**src/rtl/relu_pkg.sv**
```systemverilog
// Shared types and helpers for the requantising activation blocks.
package relu_pkg;

  typedef enum logic {
    RELU_PLAIN = 1'b0,
    RELU_CLIP  = 1'b1
  } relu_mode_e;

  typedef struct packed {
    logic sop;
    logic eop;
    logic sof;
    logic eof;
  } stream_flags_t;

  localparam int RS_W = 64;

  // Round-half-up arithmetic right shift; wide enough that the bias add never overflows.
  function automatic logic signed [RS_W-1:0] round_shift(input logic signed [RS_W-1:0] x,
                                                         input int unsigned shift);
    logic signed [RS_W-1:0] half;
    half = 64'sd1 <<< (shift - 1);
    return (x + half) >>> shift;
  endfunction

endpackage

```
**src/rtl/relu_lane.sv**
```systemverilog
// One channel of relu_requant: stage-1 round/shift, stage-2 clamp to [0, limit].
module relu_lane
  import relu_pkg::*;
#(
  parameter int IN_W  = 24,
  parameter int SHIFT = 13,
  parameter int OUT_W = 8
) (
  input  logic                    clk,
  input  logic                    reset_n,
  input  logic                    en,
  input  logic signed [IN_W-1:0]  sample,
  input  logic [OUT_W-1:0]        limit,
  output logic [OUT_W-1:0]        act_p2,
  output logic                    sat_p2
);

  localparam int R_W = IN_W - SHIFT + 1;

  logic signed [R_W-1:0] r_p1;
  logic signed [63:0]    r_wide;
  logic signed [63:0]    lim_wide;
  logic [OUT_W-1:0]      act_nxt;
  logic                  sat_nxt;

  // Stage 1: rounded, shifted accumulator
  always_ff @(posedge clk or negedge reset_n) begin
    if (!reset_n) begin
      r_p1 <= '0;
    end else if (en) begin
      r_p1 <= R_W'(round_shift(64'(sample), SHIFT));
    end
  end

  always_comb begin
    r_wide   = 64'(r_p1);
    lim_wide = 64'(limit);
    act_nxt  = r_wide[OUT_W-1:0];
    sat_nxt  = 1'b0;
    if (r_wide < 0) begin
      act_nxt = '0;
    end else if (r_wide > lim_wide) begin
      act_nxt = limit;
      sat_nxt = 1'b1;
    end
  end

  // Stage 2: clamped activation and its saturation flag
  always_ff @(posedge clk or negedge reset_n) begin
    if (!reset_n) begin
      act_p2 <= '0;
      sat_p2 <= 1'b0;
    end else if (en) begin
      act_p2 <= act_nxt;
      sat_p2 <= sat_nxt;
    end
  end

endmodule

```
**src/rtl/relu_requant.sv**
```systemverilog
// Multi-channel ReLU / clipped ReLU requantiser with 2-stage ready/valid pipeline.
// Optional per-frame saturation counter enabled by defining RELU_SAT_CNT_EN.
module relu_requant
  import relu_pkg::*;
#(
  parameter int CH    = 1,
  parameter int IN_W  = 24,
  parameter int SHIFT = 13,
  parameter int OUT_W = 8,
  parameter int CNT_W = 20
) (
  input  logic                clk,
  input  logic                reset_n,
  input  logic [CH*IN_W-1:0]  data_i,
  input  logic                valid_i,
  output logic                ready_o,
  input  logic                sop_i,
  input  logic                eop_i,
  input  logic                sof_i,
  input  logic                eof_i,
  input  logic                mode_i,
  input  logic [OUT_W-1:0]    clip_i,
  output logic [CH*OUT_W-1:0] data_o,
  output logic                data_valid_o,
  input  logic                ready_i,
  output logic                sop_o,
  output logic                eop_o,
  output logic                sof_o,
  output logic                eof_o,
  output logic [CNT_W-1:0]    sat_cnt_o,
  output logic                sat_cnt_valid_o
);

  localparam logic [OUT_W-1:0] OUT_MAX = '1;

  logic          adv, acc;
  stream_flags_t flags_in, flags_p1, flags_p2;
  logic          vld_p1;
  relu_mode_e    mode_q, mode_p0;
  logic [OUT_W-1:0] clip_q, clip_p0, limit_p0, limit_p1;
  logic [CH-1:0] sat_p2;

  assign adv      = ready_i || !data_valid_o;
  assign ready_o  = adv;
  assign acc      = valid_i && adv;
  assign flags_in = '{sop: sop_i, eop: eop_i, sof: sof_i, eof: eof_i};

  // The sof beat itself already uses the freshly loaded mode/clip.
  always_comb begin
    mode_p0 = mode_q;
    clip_p0 = clip_q;
    if (acc && sof_i) begin
      mode_p0 = relu_mode_e'(mode_i);
      clip_p0 = clip_i;
    end
    limit_p0 = (mode_p0 == RELU_CLIP) ? clip_p0 : OUT_MAX;
  end

  always_ff @(posedge clk or negedge reset_n) begin
    if (!reset_n) begin
      mode_q <= RELU_PLAIN;
      clip_q <= OUT_MAX;
    end else begin
      mode_q <= mode_p0;
      clip_q <= clip_p0;
    end
  end

  // Stage 1 / stage 2 control, markers and the per-beat limit
  always_ff @(posedge clk or negedge reset_n) begin
    if (!reset_n) begin
      vld_p1       <= 1'b0;
      flags_p1     <= '0;
      limit_p1     <= '0;
      data_valid_o <= 1'b0;
      flags_p2     <= '0;
    end else if (adv) begin
      vld_p1       <= acc;
      flags_p1     <= acc ? flags_in : '0;
      limit_p1     <= limit_p0;
      data_valid_o <= vld_p1;
      flags_p2     <= flags_p1;
    end
  end

  assign sop_o = flags_p2.sop;
  assign eop_o = flags_p2.eop;
  assign sof_o = flags_p2.sof;
  assign eof_o = flags_p2.eof;

  for (genvar g = 0; g < CH; g++) begin : g_lane
    relu_lane #(.IN_W(IN_W), .SHIFT(SHIFT), .OUT_W(OUT_W)) u_lane (
      .clk    (clk),
      .reset_n(reset_n),
      .en     (adv),
      .sample (data_i[g*IN_W +: IN_W]),
      .limit  (limit_p1),
      .act_p2 (data_o[g*OUT_W +: OUT_W]),
      .sat_p2 (sat_p2[g])
    );
  end

`ifdef RELU_SAT_CNT_EN
  logic             leave;
  logic [CNT_W-1:0] cnt_q, beat_sat, base, total;
  logic [CNT_W:0]   sum;

  assign leave = adv && data_valid_o;

  always_comb begin
    beat_sat = '0;
    for (int i = 0; i < CH; i++) begin
      beat_sat = beat_sat + CNT_W'(sat_p2[i]);
    end
    base  = flags_p2.sof ? '0 : cnt_q;
    sum   = {1'b0, base} + {1'b0, beat_sat};
    total = sum[CNT_W] ? '1 : sum[CNT_W-1:0];
  end

  always_ff @(posedge clk or negedge reset_n) begin
    if (!reset_n) begin
      cnt_q           <= '0;
      sat_cnt_o       <= '0;
      sat_cnt_valid_o <= 1'b0;
    end else begin
      sat_cnt_valid_o <= leave && flags_p2.eof;
      if (leave) begin
        cnt_q <= total;
        if (flags_p2.eof) begin
          sat_cnt_o <= total;
        end
      end
    end
  end
`else
  logic unused_sat;
  assign unused_sat      = ^sat_p2;
  assign sat_cnt_o       = '0;
  assign sat_cnt_valid_o = 1'b0;
`endif

endmodule
```
**config.mk**
```make
export PLATFORM = sky130hd
export DESIGN_NAME = relu_requant
export DESIGN_NICKNAME = d
export VERILOG_FILES = /design/src/rtl/relu_pkg.sv /design/src/rtl/relu_lane.sv /design/src/rtl/relu_requant.sv
export SDC_FILE = /design/constraint.sdc
export NUM_CORES = 1
export LEC_CHECK = 0
export CAP_MARGIN = 20
export CELL_PAD_IN_SITES_DETAIL_PLACEMENT = 0
export CELL_PAD_IN_SITES_GLOBAL_PLACEMENT = 1
export CORE_UTILIZATION = 35
export DETAILED_ROUTE_END_ITERATION = 6
export PLACE_DENSITY_LB_ADDON = 0.2
export SLEW_MARGIN = 5
export SYNTH_ARGS = -nofsm -noshare
export SYNTH_HDL_FRONTEND = slang
export SYNTH_SLANG_ARGS = --single-unit
```
**constraint.sdc**
```tcl
create_clock -name clk -period 2.5 [get_ports clk]
set_input_delay 0.625 -clock clk [delete_from_list [all_inputs] [get_ports clk]]
set_output_delay 0.625 -clock clk [all_outputs]
set_load 0.005 [all_outputs]
```
Word level (Yosys, flattened, before mapping)
Index checks and enable logic that the tools add are counted.
W data, S select, Z words.
- register bits after elaboration: 47
- input port bits: 41
- output and inout bits: 35
- logic and storage cells: 28
- add/sub/neg operators: 1
- order comparisons: 2
- muxes and demuxes: 6
- reductions and logical operators: 4
- operators with widths (cell ; count):
    $mux W8 ; 4
    $add A24 B14 Y25 const B ; 1
    $gt A12 B9 Y1 ; 1
    $lt A12 B1 Y1 const B ; 1
    $mux W4 ; 1
    $logic_and A1 B1 Y1 ; 2
    $logic_not A1 Y1 ; 1
    $logic_or A1 B1 Y1 ; 1
    $mux W1 ; 1

Longest topological paths before layout
- depth in word-level cells: 6
- gate-level depth with buffers: 7
- depth with buffers taken out: 7

Cells and area by module
A second synthesis with hierarchy kept.
- cell total of the unflattened synthesis: 259
- area, all modules: 2660.1 um^2
- modules (own cells, without submodules) (module ; instances ; cells each ; area each (um^2) ; sequential area each (um^2)):
    relu_lane ; 1 ; 149 ; 1372.6 ; 525.5
    relu_requant ; 1 ; 110 ; 1287.5 ; 685.7

Worst setup path after synthesis
OpenSTA, ideal clock, no wires.
- path kind: input -> output
- from: input ready_i
- to: output ready_o
- arrival: 1.434 ns
- data required time: 1.875 ns
- slack: 0.441 ns
- stages: 4
- buffers on the path: 2
- cell sequence: and2b_1 > inv_2 > clkbuf_1 > clkbuf_1
- word-level cells in the longest chain between the ends: 1
- ends and longest elaborated chain (what ; line ; text):
    start, declared ; relu_requant.sv:25 ; input logic ready_i,
    $logic_or A1 B1 Y1 ; relu_requant.sv:43 ; assign adv = ready_i || !data_valid_o;
    end, declared ; relu_requant.sv:16 ; output logic ready_o,
No other way between the ends.

Final worst setup path
- from: input ready_i
- to: register limit_p1[0]
- word-level cells in the longest chain between the ends: 5
- elaborated cells between the ends (all ways): 6
- classes of those cells: 3 x mux; 3 x reduce/logical
- ends and longest elaborated chain (what ; line ; text):
    $logic_or A1 B1 Y1 * ; relu_requant.sv:43 ;
    $logic_and A1 B1 Y1 ; relu_requant.sv:45 ; assign acc = valid_i && adv;
    $logic_and A1 B1 Y1 ; relu_requant.sv:52 ; if (acc && sof_i) begin
    $mux W8 / $mux W1 (equally long branches) ; relu_requant.sv:52 ;
    $mux W8 ; relu_requant.sv:56 ; limit_p0 = (mode_p0 == RELU_CLIP) ? clip_p0 : OUT_MAX;
    end signal, assigned ; relu_requant.sv:80 ; limit_p1 <= limit_p0;
    end, declared ; relu_requant.sv:40 ; logic [OUT_W-1:0] clip_q, clip_p0, limit_p0, limit_p1;
Mark *: on every way between the ends. The rest lies on a longest branch, timed or not.
A chain may end at the register's enable or synchronous reset.

==> results <==
- The total area inside the core boundary comes to 6830 um^2.
- Dividing the detail-routed wire length by the instance count gives ~13 um.
- Setup repair after global routing left no endpoint under its margin.
- Along the worst path, the maximum fanout reaches 9.
- The number of enable-type register cells in the synthesized netlist is 0.
- Setup violations remaining at the end of the flow were counted as 0.
- The number of buffers added by the clock tree synthesis step is 5.
- The tightest slew margin relative to the limit is 57.7%.
- The kind of end point of the critical path is a flip-flop.
- Routability-driven placement finished with a final weighted congestion of 0.761.
- The die is 86.1 um wide.
- The TritonCTS clock tree is yes.
- The combined area of all synthesized cells is 2480 um^2.
- Dividing total power by cell area gives a power density of 673 nW/um^2.
- Averaged over all synthesized cells, the footprint is 9.68 um^2.
- For this design the static power due to leakage is approximately 1.3 nW.
- The full die area is between 7000 and 8000 um^2.
- The number of global-route vias before repair is 1719.
- The first-iteration detailed-routing DRC count is between 70 and 80.
- The class of the most critical setup path is primary input to flip-flop.
- The worst clock skew is about 0.010 ns.
- Across the run, the number of max-cap violations was 0.
- The final critical path takes up 87.5% of the cycle.
- Counting I/O delays and the setup requirement, the final critical path takes 2.19 ns.
- The floorplan has 30 rows.
- The longest clock path from root to sink contains 2 buffers.
- Synthesis handed over a netlist of between 200 and 300 instances.
- The latest clock arrival within the worst-skew pair is 0.30 ns.
- The largest net degree at the start of global routing is 48.
- The number of synthesized register bits is between 40 and 50.
- Synthesis instantiated 37 different standard cells from the library.
- The signal on the critical path passes through clkdlybuf4s50_1, and2b_1, inv_2, buf_4, and3_1, buf_4, mux2i_1, a31oi_1.
- In this run the cell area measured after placement is between 2000 and 3000 um^2.
- The slowest stage of the critical path is the clkdlybuf4s50_1 cell.
- Clock-pin slew was measured on the worst setup and hold paths at 0.09 ns.
- After synthesis, the share of flip-flops with an asynchronous set or reset is 100%.
- The maximum single-stage delay on the critical path is 0.44 ns.
- Summed over all layers, the routed wires come to 5.04 mm.
- Broken down by cell family, the worst path's largest delay share belongs to buffers and inverters.
- Including well taps, the total number of placed cells is 389.
- Cells with a size suffix above 1 make up 9.63% of the layout.
- The post-synthesis cell type with the largest combined area is dfrtp_1.
- 76 I/O pins were placed.
- The number of slew-limit violations in the final report is 0.
- In the post-synthesis netlist, the biggest area contributors are dfrtp_1, dfstp_2, buf_4, nand2_1, ha_1.
- In this run the remaining antenna-violating nets after routing total 0.
- The post-synthesis sequential area ratio is 47.9%.
- The number of cell instances on the worst register-to-register path is 4.
- The total buffers and inverters traversed by the critical path is 4.
- The post-route cell area is 3020 um^2.
- Summed over its instances, the top area cell type makes up 39.4% of the synthesized netlist area.
- The via count is 1865.
- The HPWL after detailed placement is 3.66 mm.
- Counting instances in the post-synthesis netlist gives the leading cell types as dfrtp_1, nand2_1, buf_4, inv_1, nand3_1.
- The number of antenna violations at the first check in global routing was 0.
- Among all cell types in the netlist, the one instantiated most often is dfrtp_1.
- The worst ir drop on vdd is 0.000279 V.
- The transition time at the pin with the least slew margin is 0.634 ns.
- STA classifies the critical path startpoint as a primary input.
- Across all hold checks on the routed design, the worst slack comes to 0.407 ns.
- The height of the chip is 86.1 um.
- The design draws 2.04 mW.
- The number of standard cells in the layout, taps in and fillers out is 397.
- The final hold violation count is 0.
- The data arrival time of the worst path is around 2.4 ns.
- The peak clock frequency supported by timing is between 400 and 500 MHz.
- In the routed design, unresolved DRC markers number 0.
- The initial utilization of the core area, before any placement, comes to 36.3%.
- In this run the worst hold path is classified as primary input to async pin.
- Yosys printed 0 warnings.
- The first detailed-routing pass took 4 iterations.
- The logic depth of the worst setup path including buffers is 8.
- The repair_antennas step left the layout with diodes totalling 0.
- The most numerous cell on the critical path is buf_4.
- The number of nets in the finished design is 350.
- Dividing the detail-routed via count by the number of cells gives around 4.7.
- STA puts the critical path data required time at around 2.7 ns.
- The flow ran to the end, and the final reports show no timing, DRC or antenna violations.
- The tree built by TritonCTS fans out to 47 sinks.
- The clock tree synthesis step divided the H-tree into 2 levels.
- The count of buffers added on input and output ports is 42.
- After clock tree synthesis, the flow added hold-fix buffers numbering 0.
- The total global routing overflow is 0.
- The first global-routing pass estimated approximately 8.8 mm of wire.
- The relative area change from synthesis to final layout is 22.0%.
- The dominant register cell in the synthesized netlist is dfrtp_1.
- In the global route stage, overall resource usage came out at 15.2%.
- CTS placed an instance of clkbuf_8 at the clock tree root.
-- stage by stage --
stage               setup TNS [ns]  setup slack, ns  util [%]
global route                     0            0.128      44.2
global placement           -0.0761          -0.0285      43.0
finish                           0            0.313      44.2
detailed placement          -0.137          -0.0428      43.0
CTS                              0         0.000350      44.2
floorplan                        0            0.441         -
-- worst reg2reg max path, stage by stage, from the launching register on --
cell and delay (ns):
dfrtp_1 0.40, or4_4 0.58, or3_1 0.53, o2111ai_1 0.19, nand3_1 0.10
-- registers in the layout, indices dropped and copies added, names as in the netlist, 4 cells and up --
register	flops
clip_q	8
flags_p1	4
g_lane.u_lane.act_p2	8
g_lane.u_lane.r_p1	12
limit_p1	8
-- logic make-up (layout without fill, tap and decap cells) --
logic type | count (synthesis) | in the layout | share of synthesized area, %
multiplexers | 9 | 9 | 3.69
adder cells (fa/ha/maj) | 9 | 9 | 4.55
other | 1 | 21 | 0.151
flip-flops | 47 | 47 | 47.9
AND/OR/NAND/NOR | 85 | 85 | 16.5
XOR/XNOR | 10 | 10 | 3.54
buffers and inverters | 49 | 74 | 10.7
AO/OA/AOI/OAI | 46 | 46 | 13.0
-- path summary, 6_finish.rpt --
| kind | to | slack [ns] | from |
|---|---|---|---|
| hold reg to reg | vld_p1 | 0.47 | vld_p1 |
| min in group clk | vld_p1 | 0.47 | vld_p1 |
| hold / removal | g_lane[0].u_lane.act_p2[3] | 0.41 | reset_n |
| max in group asynchronous | g_lane[0].u_lane.act_p2[1] | 1.68 | reset_n |
| setup reg to reg | g_lane[0].u_lane.act_p2[2] | 0.59 | g_lane[0].u_lane.r_p1[11] |
| setup / recovery | limit_p1[0] | 0.31 | ready_i |
-- metal layers --
metal	global-route usage [%]	vias up	part of all wire [%]
met1	22.3	876	50
li1	-	945	-
met2	23.2	42	46
met4	2.27	0	0.36
met5	0	-	0
met3	3.56	2	4.3
-- where the power goes --
part	internal, mW	switching, mW	leakage [nW]	total, mW
logic	0.280	0.278	0.758	0.558
registers	0.930	0.101	0.547	1.03
clock network	0.197	0.251	0.0422	0.448
total	1.41	0.630	1.35	2.04
-- repair_timing --
action	CTS	global route
setup buffers	0	0
resized for setup	0	1
endpoints found under the setup margin	0	1
-- cell usage in the layout (no fill, tap or decap), drive strengths merged, types with 9 or more instances in the layout --
cell type	instances
clkdlybuf4s50	40
conb	21
dfrtp	39
ha	9
inv	17
nand2	37
nand3	15
nand4	11
nor2	10
o21ai	14
-- cell type report --
| class | instances | area (um^2) |
|---|---|---|
| repair buffers | 49 | 470 |
| multi-input cells | 180 | 1100 |
| clock buffers | 7 | 76.3 |
| fillers | 696 | 3810 |
| well taps | 96 | 120 |
| inverters | 17 | 63.8 |
| clock inverters | 1 | 5.00 |
| flip-flops and latches | 47 | 1190 |
Note: power is estimated with default switching activity, not from simulation.
